### config.mk
export PLATFORM = sky130hd
export DESIGN_NAME = fetch_unit
export DESIGN_NICKNAME = d
export VERILOG_FILES = /design/src/rtl/cpu_pkg.sv /design/src/rtl/next_pc_calc.sv /design/src/rtl/fetch_unit.sv
export SDC_FILE = /design/constraint.sdc
export NUM_CORES = 1
export LEC_CHECK = 0
export ABC_AREA = 1
export CORE_MARGIN = 3
export CORE_UTILIZATION = 43
export CTS_BUF_LIST = sky130_fd_sc_hd__clkbuf_16
export CTS_CLUSTER_SIZE = 12
export DETAILED_ROUTE_END_ITERATION = 10
export PLACE_DENSITY_LB_ADDON = 0.08
export REMOVE_ABC_BUFFERS = 1
export SLEW_MARGIN = 5
export SYNTH_ARGS = -nofsm -noshare
export SYNTH_HDL_FRONTEND = slang
export SYNTH_SLANG_ARGS = --single-unit
export TNS_END_PERCENT = 10
### constraint.sdc
create_clock -name clk_i -period 1.7 [get_ports clk_i]
set_input_delay 0.51 -clock clk_i [delete_from_list [all_inputs] [get_ports clk_i]]
set_output_delay 0.51 -clock clk_i [all_outputs]
set_load 0.1 [all_outputs]
### src/rtl/cpu_pkg.sv
// Shared definitions for the fetch stage: state encoding, opcodes, widths.
package cpu_pkg;

  localparam int PC_W   = 8;
  localparam int INST_W = 8;

  // Full-byte halt opcode and 5-bit branch opcode prefixes (low 3 bits = register).
  localparam logic [7:0] OP_HALT   = 8'h88;
  localparam logic [4:0] OP_BR_FWD = 5'b11110;
  localparam logic [4:0] OP_BR_BWD = 5'b10110;

  typedef enum logic [1:0] {
    ST_IDLE = 2'd0,
    ST_RUN  = 2'd1,
    ST_HALT = 2'd2
  } state_e;

endpackage

### src/rtl/next_pc_calc.sv
// Combinational next-PC resolution for one retiring instruction.
// Branch targets wrap silently; only the sequential +1 path can overflow.
module next_pc_calc
  import cpu_pkg::OP_HALT;
  import cpu_pkg::OP_BR_FWD;
  import cpu_pkg::OP_BR_BWD;
#(
  parameter int PC_W = cpu_pkg::PC_W
) (
  input  logic [PC_W-1:0] pc_i,
  input  logic [7:0]      inst_i,
  input  logic            cond_i,
  input  logic [7:0]      reg_data_i,
  output logic [PC_W-1:0] next_pc_o,
  output logic            is_halt_o,
  output logic            seq_overflow_o
);

  logic [PC_W-1:0] offset;
  logic            take_fwd;
  logic            take_bwd;

  assign offset   = PC_W'(reg_data_i);
  assign take_fwd = (inst_i[7:3] == OP_BR_FWD) && cond_i;
  assign take_bwd = (inst_i[7:3] == OP_BR_BWD) && cond_i;

  // Pick the next address; halt keeps the PC on the halt instruction.
  always_comb begin
    next_pc_o      = pc_i + PC_W'(1);
    is_halt_o      = (inst_i == OP_HALT);
    seq_overflow_o = 1'b0;
    if (is_halt_o) begin
      next_pc_o = pc_i;
    end else if (take_fwd) begin
      next_pc_o = pc_i + offset;
    end else if (take_bwd) begin
      next_pc_o = pc_i - offset;
    end else begin
      next_pc_o      = pc_i + PC_W'(1);
      seq_overflow_o = (pc_i == {PC_W{1'b1}});
    end
  end

endmodule

### src/rtl/fetch_unit.sv
// Instruction fetch stage: owns the PC, drives the ROM address, resolves
// relative branches and halt, and counts retired instructions.
//
// Handshake: start_i is a single-cycle request honoured only in IDLE or HALT;
// while RUN, inst_valid_o=1 marks inst_o as live and each cycle with
// stall_i=0 retires it (stall_i is the downstream not-ready).
module fetch_unit
  import cpu_pkg::state_e;
  import cpu_pkg::ST_IDLE;
  import cpu_pkg::ST_RUN;
  import cpu_pkg::ST_HALT;
#(
  parameter int PC_W  = cpu_pkg::PC_W,
  parameter int CNT_W = 16
) (
  input  logic             clk_i,
  input  logic             rst_ni,
  input  logic             start_i,
  input  logic [PC_W-1:0]  start_addr_i,
  input  logic             stall_i,
  input  logic [7:0]       inst_i,
  input  logic             cond_i,
  input  logic [7:0]       reg_data_i,
  output logic [PC_W-1:0]  pc_o,
  output logic [7:0]       inst_o,
  output logic             inst_valid_o,
  output logic             done_o,
  output logic             error_o,
  output logic [CNT_W-1:0] inst_count_o
);

  state_e           state_q;
  logic [PC_W-1:0]  pc_q;
  logic [CNT_W-1:0] cnt_q;
  logic [CNT_W-1:0] cnt_d;
  logic             err_q;
  logic             valid_q;
  logic             done_q;

  logic [PC_W-1:0]  next_pc;
  logic             is_halt;
  logic             seq_ovf;

  next_pc_calc #(.PC_W(PC_W)) u_next_pc (
    .pc_i           (pc_q),
    .inst_i         (inst_i),
    .cond_i         (cond_i),
    .reg_data_i     (reg_data_i),
    .next_pc_o      (next_pc),
    .is_halt_o      (is_halt),
    .seq_overflow_o (seq_ovf)
  );

  // Saturating increment of the retired-instruction counter.
  assign cnt_d = (cnt_q == {CNT_W{1'b1}}) ? cnt_q : cnt_q + CNT_W'(1);

  // Control FSM with PC, counter and registered status flags.
  always_ff @(posedge clk_i or negedge rst_ni) begin
    if (!rst_ni) begin
      state_q <= ST_IDLE;
      pc_q    <= '0;
      cnt_q   <= '0;
      err_q   <= 1'b0;
      valid_q <= 1'b0;
      done_q  <= 1'b0;
    end else begin
      case (state_q)
        ST_RUN: begin
          if (!stall_i) begin
            cnt_q <= cnt_d;
            if (is_halt) begin
              state_q <= ST_HALT;
              valid_q <= 1'b0;
              done_q  <= 1'b1;
            end else begin
              pc_q <= next_pc;
              if (seq_ovf) begin
                err_q   <= 1'b1;
                state_q <= ST_HALT;
                valid_q <= 1'b0;
                done_q  <= 1'b1;
              end
            end
          end
        end
        default: begin
          // IDLE and HALT both accept a new launch.
          if (start_i) begin
            state_q <= ST_RUN;
            pc_q    <= start_addr_i;
            cnt_q   <= '0;
            err_q   <= 1'b0;
            valid_q <= 1'b1;
            done_q  <= 1'b0;
          end
        end
      endcase
    end
  end

  assign pc_o         = pc_q;
  assign inst_o       = inst_i;
  assign inst_valid_o = valid_q;
  assign done_o       = done_q;
  assign error_o      = err_q;
  assign inst_count_o = cnt_q;

endmodule

Word level (Yosys, flattened, before mapping)
Index checks and enable logic that the tools add are counted.

storage, ports and cells
  register bits = 29
  output and inout port bits = 35
  input bits = 29

operators by class
  $add $sub $neg = 4
  multiplexer cells = 31
  reductions and logical operators = 7
  eq/ne operators = 11

operator list
  cell                   count
  $mux 16                4
  $mux 8                 6
  $add 16x1->16 const B  1
  $eq 16x16->1 const B   1
  $eq 8x8->1 const B     2
  $mux 1                 16
  $eq 5x5->1 const B     2
  $mux 2                 5
  $reduce_and 3->1       3
  $add 8x1->8 const B    1
  $add 8x8->8            1
  $ne 2x2->1 const B     4
  $sub 8x8->8            1
  $reduce_and 4->1       1
  $ne 3x3->1 const B     1
  $eq 2x1->1 const B     1
  $logic_and 1x1->1      2
  $reduce_bool 2->1      1

Longest topological paths before layout
Gate-level depths: netlist (run 1).

  depth in word-level cells = 9
  depth in mapped cells = 21

Cells and area by module
Synthesis (run 1) repeated with hierarchy kept, for this count alone.

second synthesis, totals
  cell total of the unflattened synthesis = 349
  area, all modules = 2358.5 um^2

modules (own cells, without submodules)
  module        area each (um^2)  seq. area each (um^2)  times used  cells an instance
  fetch_unit    1585.3            675.6                  1           212
  next_pc_calc  773.2             0.0                    1           137

Least setup slack after synthesis (run 1)
Ideal clock, no wire load.

  path kind = input -> register
  from = in inst_i[3]
  to = reg pc_q[7] (netlist: pc_o[7])
  buffers on the path = 0
  data arrival time = 2.703 ns
  setup slack = -1.123 ns
  data required time = 1.580 ns
  library setup time = 0.120 ns
  cell stages on the path = 20
  path through = inv_1 > nand2_1 > nor2_1 > nand2_1 > nor2_1 > ha_1 > inv_1 > nor2_1 > nand2_1 > o31ai_1 > xor2_1 > ha_1 > a21oi_1 > o21ai_0 > a31oi_1 > inv_1 > nand2_1 > nand3_1 > nand2_1 > nand2_1

between the ends
  word-level cells in the longest chain between the ends = 7
  elaborated cells between the ends (all ways) = 12
  those cells by class = 4 x eq/ne; 5 x mux; 3 x reduce/logical

RTL lines
  item                  line                text
  start, declared       fetch_unit.sv:21    input logic [7:0] inst_i,
  $eq 5x5->1            next_pc_calc.sv:25  assign take_bwd = (inst_i[7:3] == OP_BR_BWD) && cond_i;
  $logic_and 1x1->1     next_pc_calc.sv:25
  $mux 8                next_pc_calc.sv:36  end else if (take_bwd) begin
  $mux 8                next_pc_calc.sv:34  end else if (take_fwd) begin
  $mux 8                fetch_unit.sv:71    if (is_halt) begin
  $mux 8                fetch_unit.sv:69    if (!stall_i) begin
  $mux 8                fetch_unit.sv:67    case (state_q)
  end signal, assigned  fetch_unit.sv:76    pc_q <= next_pc;
  end signal, assigned  fetch_unit.sv:90    pc_q <= start_addr_i;
  end, declared         fetch_unit.sv:33    logic [PC_W-1:0] pc_q;

Several ways; a longest one is shown, not always the timed one. The select of a mux whose other input is x is not followed.
A chain may end at the register's enable or synchronous reset.

Worst setup path after layout (run 1)
  from = in reg_data_i[4]
  to = reg pc_q[7] (netlist: pc_o[7])

between the ends
  word-level cells in the longest chain between the ends = 6
  elaborated cells between the ends (all ways) = 7
  those cells by class = 2 x add/sub; 5 x mux

RTL lines
  item             line                text
  start, declared  fetch_unit.sv:23    input logic [7:0] reg_data_i,
  $sub 8x8->8      next_pc_calc.sv:37  next_pc_o = pc_i - offset;
  $mux 8           next_pc_calc.sv:36
  $mux 8 (*)       next_pc_calc.sv:34
  $mux 8 (*)       fetch_unit.sv:71
  $mux 8 (*)       fetch_unit.sv:69
  $mux 8 (*)       fetch_unit.sv:67

Every way passes the cells marked *; elsewhere a longest branch is shown, timed or not. The select of a mux whose other input is x is not followed.

==> results.sh, run 1 <==
export IMPL_rsz0062_at_grt="true"
export IMPL_static_leakage_power_nw=2.02
export IMPL_design_die_area_um2=5770
export IMPL_clock_path_buffers=2
export IMPL_critical_path_most_common_cell="sky130_fd_sc_hd__nand2_1"
export IMPL_synth_top_area_share_pct=32.1
export IMPL_cts_hold_buffers=0
export IMPL_ys_async_sr_fraction_pct=100
export IMPL_grt_util_met2_pct=58.2
export IMPL_clkSinkCount=27
export IMPL_antenna_found_initial=0
export IMPL_drt_vias_per_instance=6.20
export IMPL_global_route_usage_met1_pct=39.3
export IMPL_finalWorstSetupSlack_ns=-1.26
export IMPL_timing_critical_path_buf_inv=4
export IMPL_gp_congestion=0.924
export IMPL_worst_ir_drop_vdd_mv=1.83
export IMPL_fmax_mhz=338
export IMPL_netlist_top_cells_area="sky130_fd_sc_hd__dfrtp_1 (32%), sky130_fd_sc_hd__nand2_1 (12%), sky130_fd_sc_hd__inv_1 (7.0%)"
export IMPL_cell_with_the_most_instances_after_synthesis="sky130_fd_sc_hd__nand2_1"
export IMPL_num_cts_buffers=3
export IMPL_synth_top_flop_cell="sky130_fd_sc_hd__dfrtp_1"
export IMPL_grt_util_met3_pct=6.75
export IMPL_synthesis_yosys_warnings=0
export IMPL_top_usage_layer="met2"
export IMPL_post_dr_wirelength_cell_um=21.9
export IMPL_critical_path_top_delay_family="simple AND/OR/NAND/NOR gates"
export IMPL_finalHoldViolations=0
export IMPL_grt_start_max_net_pins=28
export IMPL_hold_path_depth=2
export IMPL_netlist_instances=299
export IMPL_worst_path_largest_cell_delay_ns=0.44
export IMPL_ant_nets=0
export IMPL_synth_edff_count=0
export IMPL_detail_route_iter0_violations=413
export IMPL_layout_cells_non_filler=517
export IMPL_synth_top_cells_by_count="sky130_fd_sc_hd__nand2_1 (68), sky130_fd_sc_hd__inv_1 (39), sky130_fd_sc_hd__nor2_1 (33), sky130_fd_sc_hd__dfrtp_1 (27), sky130_fd_sc_hd__a21oi_1 (21)"
export IMPL_core_area_um2=4530
export IMPL_r2r_worst_path_cells=11
export IMPL_final_max_slew_violation_count=0
export IMPL_drc_errors=0
export IMPL_start_util_pct=46.4
export IMPL_worstHoldStart="error_o"
export IMPL_run_status="finished with violations"
export IMPL_final_seq_area_um2=676
export IMPL_n_antenna_cell=0
export IMPL_powerDensity_nw_per_um2=1480
export IMPL_synthDominantAreaCellType="sky130_fd_sc_hd__dfrtp_1"
export IMPL_grt_first_pass_wirelength_mm=15.6
export IMPL_die_height_um=75.9
export IMPL_critPathSlowestCell="sky130_fd_sc_hd__clkdlybuf4s50_1"
export IMPL_violations_in_the_final_reports="negative setup slack"
export IMPL_tritoncts="built"
export IMPL_cp_end_kind="register"
export IMPL_required_arrival_time_at_the_worst_endpoint_ns=1.85
export IMPL_max_cap_violations=0
export IMPL_worst_path_max_fanout=2
export IMPL_timing_clock_skew_ns=0.00989
export IMPL_worst_hold_path_class="reg2reg"
export IMPL_worstSetupStartpointType="input port"
export IMPL_std_cell_rows=24
export IMPL_wirelength_mm=11.3
export IMPL_ff2ff_setup_slack_ns=-0.25
export IMPL_fin_nets=494
export IMPL_worstHoldEndpoint="error_o"
export IMPL_syn_avg_cell_area_um2=7.03
export IMPL_final_util_pct=92.6
export IMPL_clock_latency_ns=0.27
export IMPL_worst_tran_pin_value_ns=0.508
export IMPL_place_detailed_instances=484
export IMPL_synth_seq_area_share_pct=32.1
export IMPL_buffer_ports_inserted=63
export IMPL_layout_min_cycle_time_ns=2.96
export IMPL_drt_pre_antenna_iters=6
export IMPL_floorplan_io_pins=64
export IMPL_postSynthRegisterBits=27
export IMPL_globalRouteOverflowTotal=0
export IMPL_final_setup_tns_ns=-12.21
export IMPL_clock_root_buffer="sky130_fd_sc_hd__clkbuf_16"
export IMPL_via_count_of_the_first_global_routing_pass=3000
export IMPL_ctsHtreeMaxLevel=1
export IMPL_syn_area_um2=2100
export IMPL_critPathArrivalTime_ns=3.11
export IMPL_cp_cell_sequence="clkdlybuf4s50_1 -> inv_1 -> nand4_1 -> buf_4 -> nand2_1 -> nand2_1 -> xor2_2 -> ha_1 -> nand2_1 -> o21ai_1 -> a31oi_1 -> inv_1 -> nand2_1 -> nand3_1 -> nand2_1 -> nand2_1"
export IMPL_worstReg2RegEnd="pc_o[7]"
export IMPL_dp_hpwl_mm=5.28
export IMPL_filler_cell_count=152
export IMPL_crit_type="in2reg"
export IMPL_max_slew_margin_pct=65.9
export IMPL_worstReg2RegStart="pc_o[1]"
export IMPL_multiInputGateArea_um2=1470
export IMPL_timing_final_setup_violations=24
export IMPL_grt_usage_pct=33.4
export IMPL_layout_area_overhead_vs_synth_pct=99.7
export IMPL_post_synth_num_cell_types=29
export IMPL_vias=3204
export IMPL_drive_above_1_share_pct=46.7
export IMPL_period_share_pct=174
export IMPL_cts_reportedPaths_clkPinSlew_ns=0.08
export IMPL_die_w_um=75.9
## worst max-delay path by stage
stage                        from       to  slack (ns)  cells after the start
floorplan               inst_i[3]  pc_o[7]       -1.12                     20
global placement        inst_i[7]  pc_o[7]       -1.56                     20
detailed placement      inst_i[3]  pc_o[7]       -1.79                     21
CTS                     inst_i[6]  pc_o[7]       -0.98                     21
global route            inst_i[3]  pc_o[7]       -1.26                     20
finish              reg_data_i[4]  pc_o[7]       -1.26                     16
## state kept, by name, summed over array words and instances, names as in the netlist
name          count
state_q           2
error_o           1
pc_o              8
inst_count_o     16
## area by class of cell
cell class              count  share of cell area [%]
multi-input cells         219                    34.9
clock buffers               3                    1.79
clock inverters             1                   0.209
well taps                  65                    1.94
flip-flops and latches     27                    16.1
inverters                  43                    4.08
repair inverters            1                   0.179
repair buffers            158                    40.8
## cells by family after synthesis
family | count (synthesis) | share of synthesized area [%]
compound gates | 47 | 12.1
xor+xnor | 7 | 2.91
simple gates | 152 | 33.9
fa+ha+maj | 12 | 7.50
buf+inv | 53 | 10.9
flops | 27 | 32.1
mux | 1 | 0.535
## through the flow
| step | setup slack (ns) | cell area (um^2) | power, mW | hold WS, ns |
|---|---|---|---|---|
| after floorplan | -1.12 | 2040 | 3.05 | 0.214 |
| after global placement | -1.56 | 3600 | 4.71 | 0.546 |
| after detailed placement | -1.79 | 3600 | 4.77 | 0.553 |
| after CTS | -0.983 | 4040 | 5.71 | 0.573 |
| after global routing | -1.26 | 4200 | 6.39 | 0.629 |
| final | -1.26 | 4200 | 6.22 | 0.596 |
## what timing repair did
action / CTS / global route
gates resized for setup: 86 / 25
cloned: 1 / 0
pin swaps: 42 / 23
buffers inserted: 23 / 5
setup endpoints to repair: 31 / 27
## where the power goes
group | internal, mW | leakage, nW | switching [mW] | total (mW)
clock | 0.327 | 0.0415 | 0.263 | 0.590
combinational | 1.80 | 1.63 | 2.86 | 4.66
sequential | 0.804 | 0.350 | 0.170 | 0.974
## cells in the final DEF, fill, tap and decap left out, types with 2 or more instances in the layout
cell type and instances:
sky130_fd_sc_hd__nand3_2 2, sky130_fd_sc_hd__a21oi_1 14, sky130_fd_sc_hd__clkbuf_16 3, sky130_fd_sc_hd__nand2_2 11, sky130_fd_sc_hd__xor2_2 2, sky130_fd_sc_hd__clkdlybuf4s50_1 17
sky130_fd_sc_hd__nor3_1 8, sky130_fd_sc_hd__nor2_2 5, sky130_fd_sc_hd__buf_6 7, sky130_fd_sc_hd__nor2_4 9, sky130_fd_sc_hd__o21ai_2 3, sky130_fd_sc_hd__nand4_1 12
sky130_fd_sc_hd__nor2_1 27, sky130_fd_sc_hd__buf_4 88, sky130_fd_sc_hd__ha_1 5, sky130_fd_sc_hd__inv_6 2, sky130_fd_sc_hd__ha_4 5, sky130_fd_sc_hd__a21oi_2 7
sky130_fd_sc_hd__inv_1 32, sky130_fd_sc_hd__inv_2 8, sky130_fd_sc_hd__o31ai_4 2, sky130_fd_sc_hd__o31ai_1 2, sky130_fd_sc_hd__buf_2 4, sky130_fd_sc_hd__a31oi_1 4
sky130_fd_sc_hd__dlygate4sd2_1 4, sky130_fd_sc_hd__dfrtp_1 27, sky130_fd_sc_hd__or2_2 2, sky130_fd_sc_hd__xnor2_1 2, sky130_fd_sc_hd__o21ai_0 6, sky130_fd_sc_hd__xor2_1 3
sky130_fd_sc_hd__buf_12 36, sky130_fd_sc_hd__nand2_4 3, sky130_fd_sc_hd__inv_4 2, sky130_fd_sc_hd__nand3_1 12, sky130_fd_sc_hd__nand2_1 55, sky130_fd_sc_hd__nor3_2 2
sky130_fd_sc_hd__o21ai_1 7
## worst register-to-register path: stages, from the launching register on
cell and delay [ns]:
sky130_fd_sc_hd__dfrtp_1 0.42, sky130_fd_sc_hd__buf_4 0.16, sky130_fd_sc_hd__ha_1 0.29, sky130_fd_sc_hd__nand3_1 0.14, sky130_fd_sc_hd__nand2_2 0.09, sky130_fd_sc_hd__buf_4 0.14
sky130_fd_sc_hd__a31oi_1 0.20, sky130_fd_sc_hd__inv_1 0.08, sky130_fd_sc_hd__nand2_1 0.08, sky130_fd_sc_hd__nand3_1 0.08, sky130_fd_sc_hd__nand2_1 0.08, sky130_fd_sc_hd__nand2_1 0.07
## per-layer routing
layer	wire length, um	vias up	share of wire [%]
met5	0	-	0
met2	5270	340	47
li1	-	1280	-
met1	3860	1464	34
met4	841	0	7.4
met3	1330	120	12
(Power assumes the default switching activity.)
==> inputs of run 2 (changes only) <==
--- a/config.mk
+++ b/config.mk
@@ -7,7 +7,7 @@
 export LEC_CHECK = 0
 export ABC_AREA = 1
 export CORE_MARGIN = 3
-export CORE_UTILIZATION = 43
+export CORE_UTILIZATION = 47
 export CTS_BUF_LIST = sky130_fd_sc_hd__clkbuf_16
 export CTS_CLUSTER_SIZE = 12
 export DETAILED_ROUTE_END_ITERATION = 10
@@ -17,4 +17,3 @@
 export SYNTH_ARGS = -nofsm -noshare
 export SYNTH_HDL_FRONTEND = slang
 export SYNTH_SLANG_ARGS = --single-unit
-export TNS_END_PERCENT = 10
==> constraint.sdc (replaced) <==
create_clock -name clk_i -period 3.4 [get_ports clk_i]
set_input_delay 1.02 -clock clk_i [delete_from_list [all_inputs] [get_ports clk_i]]
set_output_delay 1.02 -clock clk_i [all_outputs]
set_load 0.1 [all_outputs]
==> run 2 against run 1 <==
  * The flow now finishes without violations
  * Clock power fell by 56%
  * Global-route usage down 11 points
  * Routed wire length decreased by 48%
  * Non-clock buffer count is 60 lower
  * Critical path depth increased by 4
  * Utilization fell by 16 points
  * Sequential cell count stayed put
  * Critical path type unchanged
  * Largest power group unchanged
==> results.sh, run 2 (same netlist as run 1, synthesis figures left out) <==
export IMPL_run_status="finished clean"
export IMPL_n_antenna_cell=0
export IMPL_drive_above_1_share_pct=28.9
export IMPL_post_dr_wirelength_cell_um=13.3
export IMPL_total_power_mw=2.28
export IMPL_worst_tran_pin_value_ns=0.460
export IMPL_p_sw_mw=1.29
export IMPL_via_count_of_the_first_global_routing_pass=2095
export IMPL_p_int_mw=0.989
export IMPL_drc_errors=0
export IMPL_std_cell_rows=23
export IMPL_filler_cell_count=328
export IMPL_multiInputGateArea_um2=1300
export IMPL_clock_root_buffer="sky130_fd_sc_hd__clkbuf_16"
export IMPL_grt_usage_pct=22.0
export IMPL_timing_final_setup_violations=0
export IMPL_ant_nets=0
export IMPL_start_util_pct=50.8
export IMPL_floorplan_io_pins=64
export IMPL_wirelength_mm=5.88
export IMPL_drt_pre_antenna_iters=4
export IMPL_critPathArrivalTime_ns=3.46
export IMPL_critical_path_source="inst_i[7]"
export IMPL_largest_register_ff_count=16
export IMPL_crit_type="in2reg"
export IMPL_worst_ir_drop_vdd_mv=0.707
export IMPL_required_arrival_time_at_the_worst_endpoint_ns=3.55
export IMPL_layout_min_cycle_time_ns=3.31
export IMPL_vias=2276
export IMPL_max_slew_margin_pct=69.1
export IMPL_cp_end_kind="register"
export IMPL_share_of_total_power_in_the_clock_network_pct=11.4
export IMPL_antenna_found_initial=0
export IMPL_fin_nets=433
export IMPL_core_area_um2=4140
export IMPL_max_cap_violations=0
export IMPL_power_share_sequential_pct=22.4
export IMPL_worst_path_max_fanout=3
export IMPL_fmax_mhz=302
export IMPL_worstHoldStart="state_q[0]"
export IMPL_cts_reportedPaths_clkPinSlew_ns=0.06
export IMPL_final_seq_area_um2=676
export IMPL_layout_area_overhead_vs_synth_pct=50.6
export IMPL_clkSinkCount=27
export IMPL_timing_clock_skew_ns=0.00243
export IMPL_finalHoldViolations=0
export IMPL_worstSetupStartpointType="input port"
export IMPL_clock_latency_ns=0.26
export IMPL_globalRouteOverflowTotal=0
export IMPL_buffer_ports_inserted=63
export IMPL_clock_path_buffers=2
export IMPL_final_common_cell="sky130_fd_sc_hd__nand2_1"
export IMPL_power_share_combinational_pct=66.2
export IMPL_tritoncts="built"
export IMPL_detail_route_iter0_violations=147
export IMPL_static_leakage_power_nw=1.57
export IMPL_power_share_switching_pct=56.6
export IMPL_final_max_slew_violation_count=0
export IMPL_num_cts_buffers=3
export IMPL_grt_start_max_net_pins=28
export IMPL_grt_first_pass_wirelength_mm=9.49
export IMPL_drt_vias_per_instance=5.16
export IMPL_gp_congestion=0.960
export IMPL_die_w_um=72.9
export IMPL_place_detailed_instances=432
export IMPL_powerDensity_nw_per_um2=720
export IMPL_leading_cell_types_in_the_layout_fill_and_taps_excluded="sky130_fd_sc_hd__nand2_1 (64), sky130_fd_sc_hd__buf_4 (62), sky130_fd_sc_hd__inv_1 (37)"
export IMPL_ctsHtreeMaxLevel=1
export IMPL_design_die_area_um2=5310
export IMPL_die_height_um=72.9
export IMPL_worstReg2RegStart="state_q[1]"
export IMPL_dp_hpwl_mm=4.48
export IMPL_worst_hold_path_class="reg2reg"
export IMPL_layout_cells_non_filler=441
export IMPL_period_share_pct=97.3
[run 2: final cells by class]
class | count | area share (%)
Timing Repair Buffer | 98 | 28.2
Multi-Input combinational cell | 219 | 40.9
Clock buffer | 3 | 2.37
Tap cell | 50 | 1.98
Clock inverter | 1 | 0.119
Inverter | 43 | 5.10
Sequential cell | 27 | 21.3
[run 2: path summary, 6_finish.rpt]
kind | depth (start not counted) | end | slack [ns]
max reg2reg | 10 | inst_count_o[7] | 1.26
min in group asynchronous | 2 | inst_count_o[13] | 1.13
min | 2 | state_q[0] | 0.51
max | 20 | pc_o[7] | 0.09
max in group asynchronous | 2 | inst_count_o[6] | 2.01
min reg2reg | 2 | state_q[0] | 0.51
[run 2: routing by layer]
layer,GRT usage [%],wire length (um)
met1,31.8,2710
met3,4.96,453
met5,0,0
met4,3.28,28
met2,34.6,2680
[run 2: repair_timing]
action                     in CTS  in global routing
pin swaps                      11                 16
resized for setup              20                 18
setup endpoints to repair       3                  3
buffers inserted                2                  3
hold buffers                    0                  0
[run 2: stage by stage]
stage,utilization [%],TNS (ns),hold WS [ns],cell area (um^2),setup WS [ns]
floorplan,-,0,0.724,2040,0.0668
global placement,71.6,-1.56,0.486,2970,-0.400
detailed placement,71.6,-1.98,0.498,2970,-0.559
CTS,74.5,0,0.514,3090,0.0178
global route,76.4,-0.0323,0.537,3170,-0.0323
finish,76.4,0,0.508,3170,0.0924
[run 2: worst max-delay path, stage by stage]
cell	delay (ns)
sky130_fd_sc_hd__dlygate4sd2_1	0.24
sky130_fd_sc_hd__nand2_2	0.09
sky130_fd_sc_hd__nor2_4	0.12
sky130_fd_sc_hd__nand2_4	0.09
sky130_fd_sc_hd__nor2_4	0.12
sky130_fd_sc_hd__ha_4	0.13
sky130_fd_sc_hd__inv_2	0.04
sky130_fd_sc_hd__nor2_4	0.10
sky130_fd_sc_hd__nand2_2	0.08
sky130_fd_sc_hd__o31ai_2	0.21
sky130_fd_sc_hd__xor2_1	0.20
sky130_fd_sc_hd__ha_1	0.29
sky130_fd_sc_hd__a21oi_2	0.14
sky130_fd_sc_hd__o21ai_1	0.07
sky130_fd_sc_hd__a31oi_1	0.21
sky130_fd_sc_hd__inv_1	0.07
sky130_fd_sc_hd__nand2_1	0.06
sky130_fd_sc_hd__nand3_1	0.06
sky130_fd_sc_hd__nand2_1	0.07
sky130_fd_sc_hd__nand2_1	0.05
[run 2: power groups by stage]
stage | clock, mW | sequential [mW] | combinational (mW)
2_1_floorplan | 0 | 1.04 | 0.485
3_3_place_gp | 0 | 0.509 | 1.46
3_5_place_dp | 0 | 0.510 | 1.48
4_1_cts | 0.266 | 0.506 | 1.49
5_1_grt | 0.280 | 0.524 | 1.61
6_report | 0.261 | 0.510 | 1.51
